===== src/rtl/demux_stream_1ton_if.sv =====
// Stream bundle between one producer and the N-lane demux.
// Handshake: a word moves on a lane when valid and ready are both 1 at the rising
// edge; valid never waits on ready, and a stalled sender holds data/sel/bcast stable.
interface demux_stream_1ton_if #(
  parameter int DW   = 8,
  parameter int N    = 8,
  parameter int SELW = 3
);
  logic                in_valid;
  logic                in_ready;
  logic [DW-1:0]       in_data;
  logic [SELW-1:0]     in_sel;
  logic                in_bcast;
  logic [N-1:0]        out_valid;
  logic [N-1:0]        out_ready;
  logic [N*DW-1:0]     out_data;

  modport master (
    output in_valid, in_data, in_sel, in_bcast, out_ready,
    input  in_ready, out_valid, out_data
  );

  modport slave (
    input  in_valid, in_data, in_sel, in_bcast, out_ready,
    output in_ready, out_valid, out_data
  );
endinterface


===== src/rtl/demux_stream_1ton.sv =====
// Registered 1-to-N stream demux: one holding register per lane, broadcast mode,
// and out-of-range selects dropped with a pulse and a saturating counter.
module demux_stream_1ton #(
  parameter int DW   = 8,
  parameter int N    = 8,
  parameter int SELW = 3,
  parameter int CNTW = 8
) (
  input  logic                clk,
  input  logic                rst_n,
  demux_stream_1ton_if.slave  bus,
  output logic                drop_err,
  output logic [CNTW-1:0]     drop_cnt
);
  localparam logic [CNTW-1:0] CNT_MAX = '1;

  logic [N-1:0]          valid_q;
  logic [N-1:0][DW-1:0]  data_q;
  logic [N-1:0]          free;
  logic [N-1:0]          sel_hot;
  logic [N-1:0]          load;
  logic                  in_range;
  logic                  accept;
  logic                  drop;

  // A lane is free when empty or when its held word leaves this same edge.
  assign free     = ~valid_q | bus.out_ready;
  assign in_range = (int'(bus.in_sel) < N);

  for (genvar i = 0; i < N; i++) begin : g_sel
    assign sel_hot[i] = (int'(bus.in_sel) == i);
  end

  // Out-of-range words are always swallowed so the producer never stalls on them.
  assign bus.in_ready = bus.in_bcast ? (&free)
                      : in_range     ? (|(sel_hot & free))
                      :                1'b1;

  assign accept = bus.in_valid & bus.in_ready;
  assign load   = ({N{accept &  bus.in_bcast}})
                | ({N{accept & ~bus.in_bcast}} & sel_hot);
  assign drop   = accept & ~bus.in_bcast & ~in_range;

  always_ff @(posedge clk) begin
    if (!rst_n) begin
      valid_q  <= '0;
      data_q   <= '0;
      drop_err <= 1'b0;
      drop_cnt <= '0;
    end else begin
      for (int i = 0; i < N; i++) begin
        if (load[i]) begin
          valid_q[i] <= 1'b1;
          data_q[i]  <= bus.in_data;
        end else if (bus.out_ready[i]) begin
          valid_q[i] <= 1'b0;
        end
      end
      drop_err <= drop;
      if (drop && (drop_cnt != CNT_MAX)) begin
        drop_cnt <= drop_cnt + CNTW'(1);
      end
    end
  end

  assign bus.out_valid = valid_q;
  assign bus.out_data  = data_q;
endmodule


===== src/flat_wrapper.sv =====
// flat-port wrapper written by rule: the top's interface ports become plain ports
module demux_stream_1ton_flat 
#(
  parameter int DW   = 8,
  parameter int N    = 8,
  parameter int SELW = 3,
  parameter int CNTW = 8
)
  (clk, rst_n, drop_err, drop_cnt, bus_in_valid, bus_in_data, bus_in_sel, bus_in_bcast, bus_out_ready, bus_in_ready, bus_out_valid, bus_out_data);
  demux_stream_1ton_if #(.DW(DW), .N(N), .SELW(SELW)) bus_i ();
  input  logic clk;
  input  logic rst_n;
  output logic drop_err;
  output logic [CNTW-1:0] drop_cnt;
  input wire logic [$bits(bus_i.in_valid)-1:0] bus_in_valid;
  input wire logic [$bits(bus_i.in_data)-1:0] bus_in_data;
  input wire logic [$bits(bus_i.in_sel)-1:0] bus_in_sel;
  input wire logic [$bits(bus_i.in_bcast)-1:0] bus_in_bcast;
  input wire logic [$bits(bus_i.out_ready)-1:0] bus_out_ready;
  output wire logic [$bits(bus_i.in_ready)-1:0] bus_in_ready;
  output wire logic [$bits(bus_i.out_valid)-1:0] bus_out_valid;
  output wire logic [$bits(bus_i.out_data)-1:0] bus_out_data;
  assign bus_i.in_valid = bus_in_valid;
  assign bus_i.in_data = bus_in_data;
  assign bus_i.in_sel = bus_in_sel;
  assign bus_i.in_bcast = bus_in_bcast;
  assign bus_i.out_ready = bus_out_ready;
  assign bus_in_ready = bus_i.in_ready;
  assign bus_out_valid = bus_i.out_valid;
  assign bus_out_data = bus_i.out_data;
  demux_stream_1ton #(.DW(DW), .N(N), .SELW(SELW), .CNTW(CNTW)) u_core (.clk(clk), .rst_n(rst_n), .bus(bus_i), .drop_err(drop_err), .drop_cnt(drop_cnt));
endmodule

===== config.mk =====
export PLATFORM = sky130hd
export DESIGN_NAME = demux_stream_1ton_flat
export DESIGN_NICKNAME = d
export VERILOG_FILES = /design/src/rtl/demux_stream_1ton_if.sv /design/src/rtl/demux_stream_1ton.sv /design/src/flat_wrapper.sv
export SDC_FILE = /design/constraint.sdc
export NUM_CORES = 1
export LEC_CHECK = 0
export BUFFER_PORTS_ARGS = -buffer_cell sky130_fd_sc_hd__buf_2
export CAP_MARGIN = 0
export CELL_PAD_IN_SITES_DETAIL_PLACEMENT = 1
export CELL_PAD_IN_SITES_GLOBAL_PLACEMENT = 1
export CORE_MARGIN = 5
export CORE_UTILIZATION = 40
export CTS_CLUSTER_DIAMETER = 50
export CTS_CLUSTER_SIZE = 8
export DETAILED_ROUTE_END_ITERATION = 12
export GPL_ROUTABILITY_DRIVEN = 0
export PLACE_DENSITY = 0.9
export SLEW_MARGIN = 40
export SYNTH_ARGS = -nofsm -noshare
export SYNTH_HDL_FRONTEND = slang
export SYNTH_SLANG_ARGS = --single-unit
export TNS_END_PERCENT = 30

===== constraint.sdc =====
create_clock -name clk -period 2.1 [get_ports clk]
set_clock_uncertainty 0.15 [all_clocks]
set_input_delay 0.105 -clock clk [delete_from_list [all_inputs] [get_ports clk]]
set_output_delay 0.105 -clock clk [all_outputs]
set_load 0.05 [all_outputs]

==> impl_metrics.csv, run 1 <==
group,metric,value,unit
global_routing,grt_max_degree,137,
critical_path,worstPathCellList,"nand2b_4 > mux4_2 > mux2_4 > o21a_1 > buf_6",
layout,design_area,0.004608,mm^2
drt,drc,0,
synthesis,async_flop_share,0,%
hold_path,min-delay-start,"bus_in_data[3]",
critical_path,r2r_setup_slack,90,ps
critical_path,r2r_end,"u_core.bus.out_valid[3]$_SDFFE_PN0P_",
synthesis,yosysMostFrequentCell,"o2111ai_1",
layout,nets,492,
critical_path,worstPathArrival,1870,ps
run_status,failed_checks,"setup timing",
sta,setup_slack,-25.65,ps
die,initial_core_util,41.37,%
synthesis,syn_area,0.003841,mm^2
critical_path,start_kind,"register",
sta,finalMaxSlewViolations,0,
placement,dpl_cell_area,0.004280,mm^2
synthesis,synth_cell_types,27,
layout,fillCellCount,1080,
critical_path,reg2reg_depth,6,
global_routing,grt_pass1_wl,22.97,mm
sta,rsz0062_at_grt,"true",
global_routing,overflow,0,
drt,drt-pass1-iter-count,4,
die,rows,35,
synthesis,ys_top_cells_by_count,"128 x o2111ai_1, 72 x dfxtp_1, 66 x nand4_1",
critical_path,cp_top_family,"multiplexers",
synthesis,synthCells,400,
synthesis,yosysWarnings,0,
drt,drt-initial-drc-count,303,
clock_tree,clockBufferDepth,2,
power_and_ir_drop,power.density,868.7,mW/mm^2
global_routing,antenna_found_initial,0,
clock_tree,clk_pin_slew,70,ps
hold_path,whs_endpoint,"u_core.bus.out_data[43]$_SDFFE_PN0P_",
drt,vias,4119,
critical_path,criticalPathCategory,"reg2out",
hold_path,hold_depth,4,
global_routing,grt_pass1_vias,4274,
die,dieArea,0.01166,mm^2
synthesis,yosys.area.top_type_share,37.52,%
clock_tree,cts_made_buffers,9,
sta,setup_tns,-25.65,ps
flow_run,maxCapViolCount,0,
sta,hold_viol,0,
sta,tightest_slew,609.7,ps
sta,setup_viol,1,
synthesis,synth_ff_type,"dfxtp_1",
clock_tree,cts.sinks,72,
critical_path,cp_max_fo,2,
synthesis,ys_ff_latch,72,
sta,holdWs,118.3,ps
sta,relSlewSlack,59.35,%
run_status,status,"complete, but fails checks",
sta,fin_crit_sh,101.2,%
power_and_ir_drop,vdd_drop_max,494.9,uV
clock_tree,insertion_delay,350,ps
layout,insertedDiodeCount,0,
critical_path,critPathSlowestCell,"mux4_2",
placement,hpwl,8.977,mm
die,dieHeight,108.0,um
critical_path,reg2reg_from,"u_core.bus.out_valid[6]$_SDFFE_PN0P_",
layout,drive_gt1_share,35.65,%
critical_path,required,1850,ps
layout,syn_to_final_growth,19.97,%
placement,numPortBuffers,95,
power_and_ir_drop,power.leakage,1.827,nW
clock_tree,cts_tree,"done",
die,fp.dieW,108.0,um
drt,detail_route.wirelength,14.83,mm
synthesis,synth_edf_count,0,
clock_tree,cts-htree-levels,3,
critical_path,end_kind,"output port",
placement,dp_slack,152.3,ps
drt,wire_per_inst,24.59,um
synthesis,synth_top_area_cell,"dfxtp_1",
global_routing,track_usage,25.09,%
power_and_ir_drop,total_power,4.003,mW
die,io-pin-count,105,
sta,max_freq,470.4,MHz
critical_path,worst-path-buf-inv,1,
synthesis,syn_avg_cell_area,9.603,um^2
drt,postRouteAntennaNets,0,
drt,vias_per_cell,6.831,
synthesis,synthTopCellsByArea,"dfxtp_1 38%, o2111ai_1 29%, nand4_1 11%",
die,core-area,0.009284,mm^2
clock_tree,root_buffer,"clkbuf_8",
critical_path,cp_slowest_stage_delay,470,ps
hold_path,hp-class,"in2reg",
sta,finalCriticalPeriod,2126,ps
synthesis,yosysSeqAreaShare,37.52,%
[sequential cells by signal, indices dropped and copies added, names as in the netlist]
name / flops
u_core.bus.out_valid: 8
u_core.bus.out_data: 64
[cell type report]
cell class                 count  area [um^2]  area share, %
multi-input combinational    263         2085          45.23
sequential                    72         1454          31.55
timing repair buffer         123        723.2          15.69
clock buffer                  14        172.7          3.747
tap                          129        161.4          3.503
clock inverter                 2        12.51         0.2715
[cell usage in the layout (no fill, tap or decap)]
cell type	Yosys	final
o2111ai_1	128	128
buf_2	21	93
nand4_1	66	66
dfxtp_1	72	64
buf_4	9	26
nand2_1	17	16
clkbuf_8	0	12
o21a_1	9	9
conb_1	1	9
nand2b_4	2	8
or4_4	6	8
dfxtp_2	0	7
nand3_1	6	6
mux4_2	2	2
nor2b_1	2	2
clkbuf_1	33	2
buf_6	8	2
buf_12	0	2
mux2_4	0	1
nand4_4	1	1
nand4_2	1	1
o21ai_1	0	1
and3b_1	1	1
nand2_2	0	1
nor3b_2	1	1
nor2_1	1	1
nor3_4	0	1
clkinv_2	0	1
clkinvlp_4	0	1
dfxtp_4	0	1
[per-layer routing]
layer / GRT usage [%] / vias up / part of all wire (%)
met4: 12.26 / 0 / 3.8
li1: - / 1851 / -
met5: 0 / - / 0
met1: 30.26 / 2032 / 39
met3: 5.970 / 49 / 8.6
met2: 41.87 / 187 / 49
[worst max-delay path by stage]
stage,start,slack (ps),end,cells after the start
2_1_floorplan,u_core.bus.out_valid[7]$_SDFFE_PN0P_,8,bus_in_ready,4
3_3_place_gp,u_core.bus.out_valid[6]$_SDFFE_PN0P_,250,u_core.bus.out_valid[4]$_SDFFE_PN0P_,5
3_5_place_dp,u_core.bus.out_valid[6]$_SDFFE_PN0P_,150,u_core.bus.out_valid[3]$_SDFFE_PN0P_,5
4_1_cts,u_core.bus.out_valid[2]$_SDFFE_PN0P_,-30,bus_in_ready,5
5_1_grt,u_core.bus.out_valid[2]$_SDFFE_PN0P_,-60,bus_in_ready,5
6_report,u_core.bus.out_valid[6]$_SDFFE_PN0P_,-30,bus_in_ready,5
[worst min-delay path, cell delays in order]
cell	delay, ps
buf_2	80
nand2_1	40
buf_4	190
o2111ai_1	170
[kinds of logic after synthesis]
kind of cell           Yosys count  synth area share, %
AO/OA/AOI/OAI                  138                31.07
AND/OR/NAND/NOR                113                19.54
buffers and inverters           73                10.29
flip-flops                      72                37.52
multiplexers                     3                1.466
other                            1              0.09763
[timing repair]
item,4_1_cts,5_1_grt
pin swaps,1,1
endpoints found under the hold margin,0,0
endpoints found under the setup margin,1,56
resized for setup,15,6
setup buffers,10,0
hold buffers,0,0
[power breakdown]
| group | switching (mW) | leakage, nW | total (mW) | internal, mW |
|---|---|---|---|---|
| logic | 1.01 | 1.14 | 1.30 | 0.297 |
| registers | 0.130 | 0.593 | 1.65 | 1.52 |
| clock network | 0.529 | 0.0927 | 1.05 | 0.526 |
| total | 1.66 | 1.83 | 4.00 | 2.34 |
[metrics by stage]
stage          cells  util (%)
6_report         603     49.64
5_1_grt          603     49.64
4_1_cts          603     49.42
3_5_place_dp     577     46.11
3_3_place_gp     577     46.11
2_1_floorplan    408         -
No activity file was read; power rests on OpenSTA's default activity.
==> run 2, diff against run 1 <==
--- a/config.mk
+++ b/config.mk
@@ -5,17 +5,18 @@
 export SDC_FILE = /design/constraint.sdc
 export NUM_CORES = 1
 export LEC_CHECK = 0
+export ABC_AREA = 1
 export BUFFER_PORTS_ARGS = -buffer_cell sky130_fd_sc_hd__buf_2
 export CAP_MARGIN = 0
 export CELL_PAD_IN_SITES_DETAIL_PLACEMENT = 1
 export CELL_PAD_IN_SITES_GLOBAL_PLACEMENT = 1
 export CORE_MARGIN = 5
-export CORE_UTILIZATION = 40
+export CORE_UTILIZATION = 35
 export CTS_CLUSTER_DIAMETER = 50
 export CTS_CLUSTER_SIZE = 8
 export DETAILED_ROUTE_END_ITERATION = 12
 export GPL_ROUTABILITY_DRIVEN = 0
-export PLACE_DENSITY = 0.9
+export PLACE_DENSITY = 0.88
 export SLEW_MARGIN = 40
 export SYNTH_ARGS = -nofsm -noshare
 export SYNTH_HDL_FRONTEND = slang
==> run 2 against run 1 <==
The flow now finishes without violations. Non-clock buffer count shrank 5. Cell count grew 24%. Global-route usage shrank 7.0 points. Critical path type is now in2out. Fmax grew 5.6%. Largest power group unchanged. Wire length shrank 30%. Core utilization shrank 4.9 points. Register-to-register slack gained 250 ps. Total power grew 0.59%.
==> impl_metrics.csv, run 2 <==
group,metric,value,unit
clock_tree,clk_pin_slew,80,ps
global_routing,overflow,0,
drt,wire_per_inst,13.85,um
global_routing,grt_pass1_wl,16.38,mm
sta,finalMaxSlewViolations,0,
clock_tree,cts_tree,"done",
clock_tree,cts-htree-levels,3,
placement,dpl_cell_area,0.003871,mm^2
synthesis,synth_edf_count,0,
flow_run,maxCapViolCount,0,
sta,relSlewSlack,64.21,%
synthesis,yosysSeqAreaShare,42.07,%
layout,utilization,44.69,%
layout,final_cell_count_no_fill,748,
sta,hold_viol,0,
drt,vias,3279,
run_status,status,"finished clean",
sta,setup_tns,0,ps
layout,nets,633,
synthesis,synth_ff_type,"dfxtp_1",
global_routing,track_usage,18.08,%
power_and_ir_drop,power.density,934.7,mW/mm^2
synthesis,synth_top_area_cell,"dfxtp_1",
synthesis,yosysWarnings,0,
clock_tree,cts.sinks,72,
sta,fin_crit_sh,95.86,%
layout,syn_to_final_growth,25.75,%
clock_tree,cts_made_buffers,9,
power_and_ir_drop,vdd_drop_max,311.6,uV
layout,fillCellCount,1335,
sta,max_freq,496.8,MHz
synthesis,async_flop_share,0,%
layout,largest_reg_flops,64,
layout,insertedDiodeCount,0,
critical_path,cp_max_fo,9,
die,dieArea,0.01187,mm^2
sta,finalCriticalPeriod,2013,ps
synthesis,syn_area,0.003426,mm^2
die,dieHeight,108.9,um
die,core-area,0.009639,mm^2
synthesis,ys_top_cells_by_count,"148 x nand2_1, 126 x nor2_1, 74 x inv_1",
drt,postRouteAntennaNets,0,
layout,design_area,0.004308,mm^2
sta,rsz0062_at_grt,"false",
drt,drt-pass1-iter-count,4,
global_routing,grt_pass1_vias,3405,
power_and_ir_drop,total_power,4.027,mW
sta,tightest_slew,536.9,ps
hold_path,hp-class,"in2reg",
synthesis,yosys.area.top_type_share,42.07,%
global_routing,antenna_found_initial,0,
placement,numPortBuffers,95,
clock_tree,clockBufferDepth,2,
drt,drt-initial-drc-count,132,
drt,detail_route.wirelength,10.36,mm
drt,vias_per_cell,4.384,
die,rows,36,
synthesis,ys_ff_latch,72,
power_and_ir_drop,power.leakage,2.409,nW
synthesis,syn_avg_cell_area,6.757,um^2
placement,dp_slack,213.2,ps
critical_path,end_kind,"output port",
clock_tree,root_buffer,"clkbuf_8",
critical_path,start_kind,"primary input",
critical_path,criticalPathCategory,"in2out",
die,fp.dieW,108.9,um
synthesis,synth_cell_types,21,
global_routing,grt_max_degree,28,
synthesis,synthCells,507,
sta,holdWs,82.74,ps
layout,final_common_cell,"nand2_1",
sta,setup_slack,87.03,ps
layout,layout_common_cells,"148 x nand2_1, 126 x nor2_1, 94 x buf_2, 74 x inv_1, 72 x dfxtp_1",
synthesis,yosysMostFrequentCell,"nand2_1",
die,io-pin-count,105,
placement,hpwl,7.420,mm
sta,setup_viol,0,
drt,drc,0,
die,initial_core_util,35.54,%
critical_path,worstPathArrival,1760,ps
critical_path,required,1850,ps
placement,placed_cells,711,
synthesis,synthTopCellsByArea,"dfxtp_1 42%, nand2_1 16%, nor2_1 14%",
layout,drive_gt1_share,24.55,%
clock_tree,insertion_delay,350,ps
[run 2: changes by cell type after synthesis, moves of 12 or more]
cell       previous run  this run
o2111ai_1           128         0
clkbuf_1             33         2
inv_1                 0        74
nor2_1                1       126
nand4_1              66         0
nand2_1              17       148
nor2_2                0        12
[run 2: cell type report]
cell class	instances	area [um^2]	share of cell area, %
clock buffer	12	155.1	3.602
clock inverter	4	76.32	1.772
inverter	77	291.5	6.767
multi-input combinational	332	1486	34.50
sequential	72	1441	33.46
tap	133	166.4	3.863
timing repair buffer	118	690.7	16.03
[run 2: final timing paths]
check / from / end / slack, ps / depth (start not counted)
worst max-delay path: bus_out_ready[1] / bus_in_ready / 90 / 10
worst min-delay path: rst_n / u_core.bus.out_data[24]$_SDFFE_PN0P_ / 80 / 3
worst min register to register: u_core.bus.out_data[4]$_SDFFE_PN0P_ / u_core.bus.out_data[4]$_SDFFE_PN0P_ / 360 / 4
worst max register to register: u_core.bus.out_valid[3]$_SDFFE_PN0P_ / u_core.bus.out_data[22]$_SDFFE_PN0P_ / 340 / 10
[run 2: what timing repair did]
item | in CTS | in global routing
gates resized for setup | 1 | 1
hold buffers | 16 | 0
endpoints found under the setup margin | 1 | 1
endpoints found under the hold margin | 58 | 0
pin swaps | 0 | 1
buffers inserted | 0 | 5
[run 2: layer usage]
| layer | GRT usage, % | vias up | routed length [um] |
|---|---|---|---|
| li1 | - | 1648 | - |
| met1 | 20.14 | 1555 | 4376 |
| met2 | 33.25 | 63 | 5422 |
| met3 | 3.671 | 13 | 406 |
| met4 | 7.394 | 0 | 154 |
| met5 | 0 | - | 0 |
[run 2: where the power goes]
group	switching (mW)	internal, mW
clock network	0.537	0.737
logic	0.908	0.281
registers	0.0713	1.49
[run 2: logic make-up after synthesis]
family	after synthesis	synth area share (%)
and+or+nand+nor	311	40.39
buffers and inverters	111	15.56
AOI/OAI and AO/OA	12	1.863
other	1	0.1095
DFF	72	42.07
[run 2: critical path, cell delays in order]
cell and delay (ps):
dlygate4sd3_1 520, buf_2 110, inv_2 20, nand2_1 110, nand2_1 80, nor2_1 100
nand2_1 90, nand2_4 210, and2_1 180, clkbuf_4 230
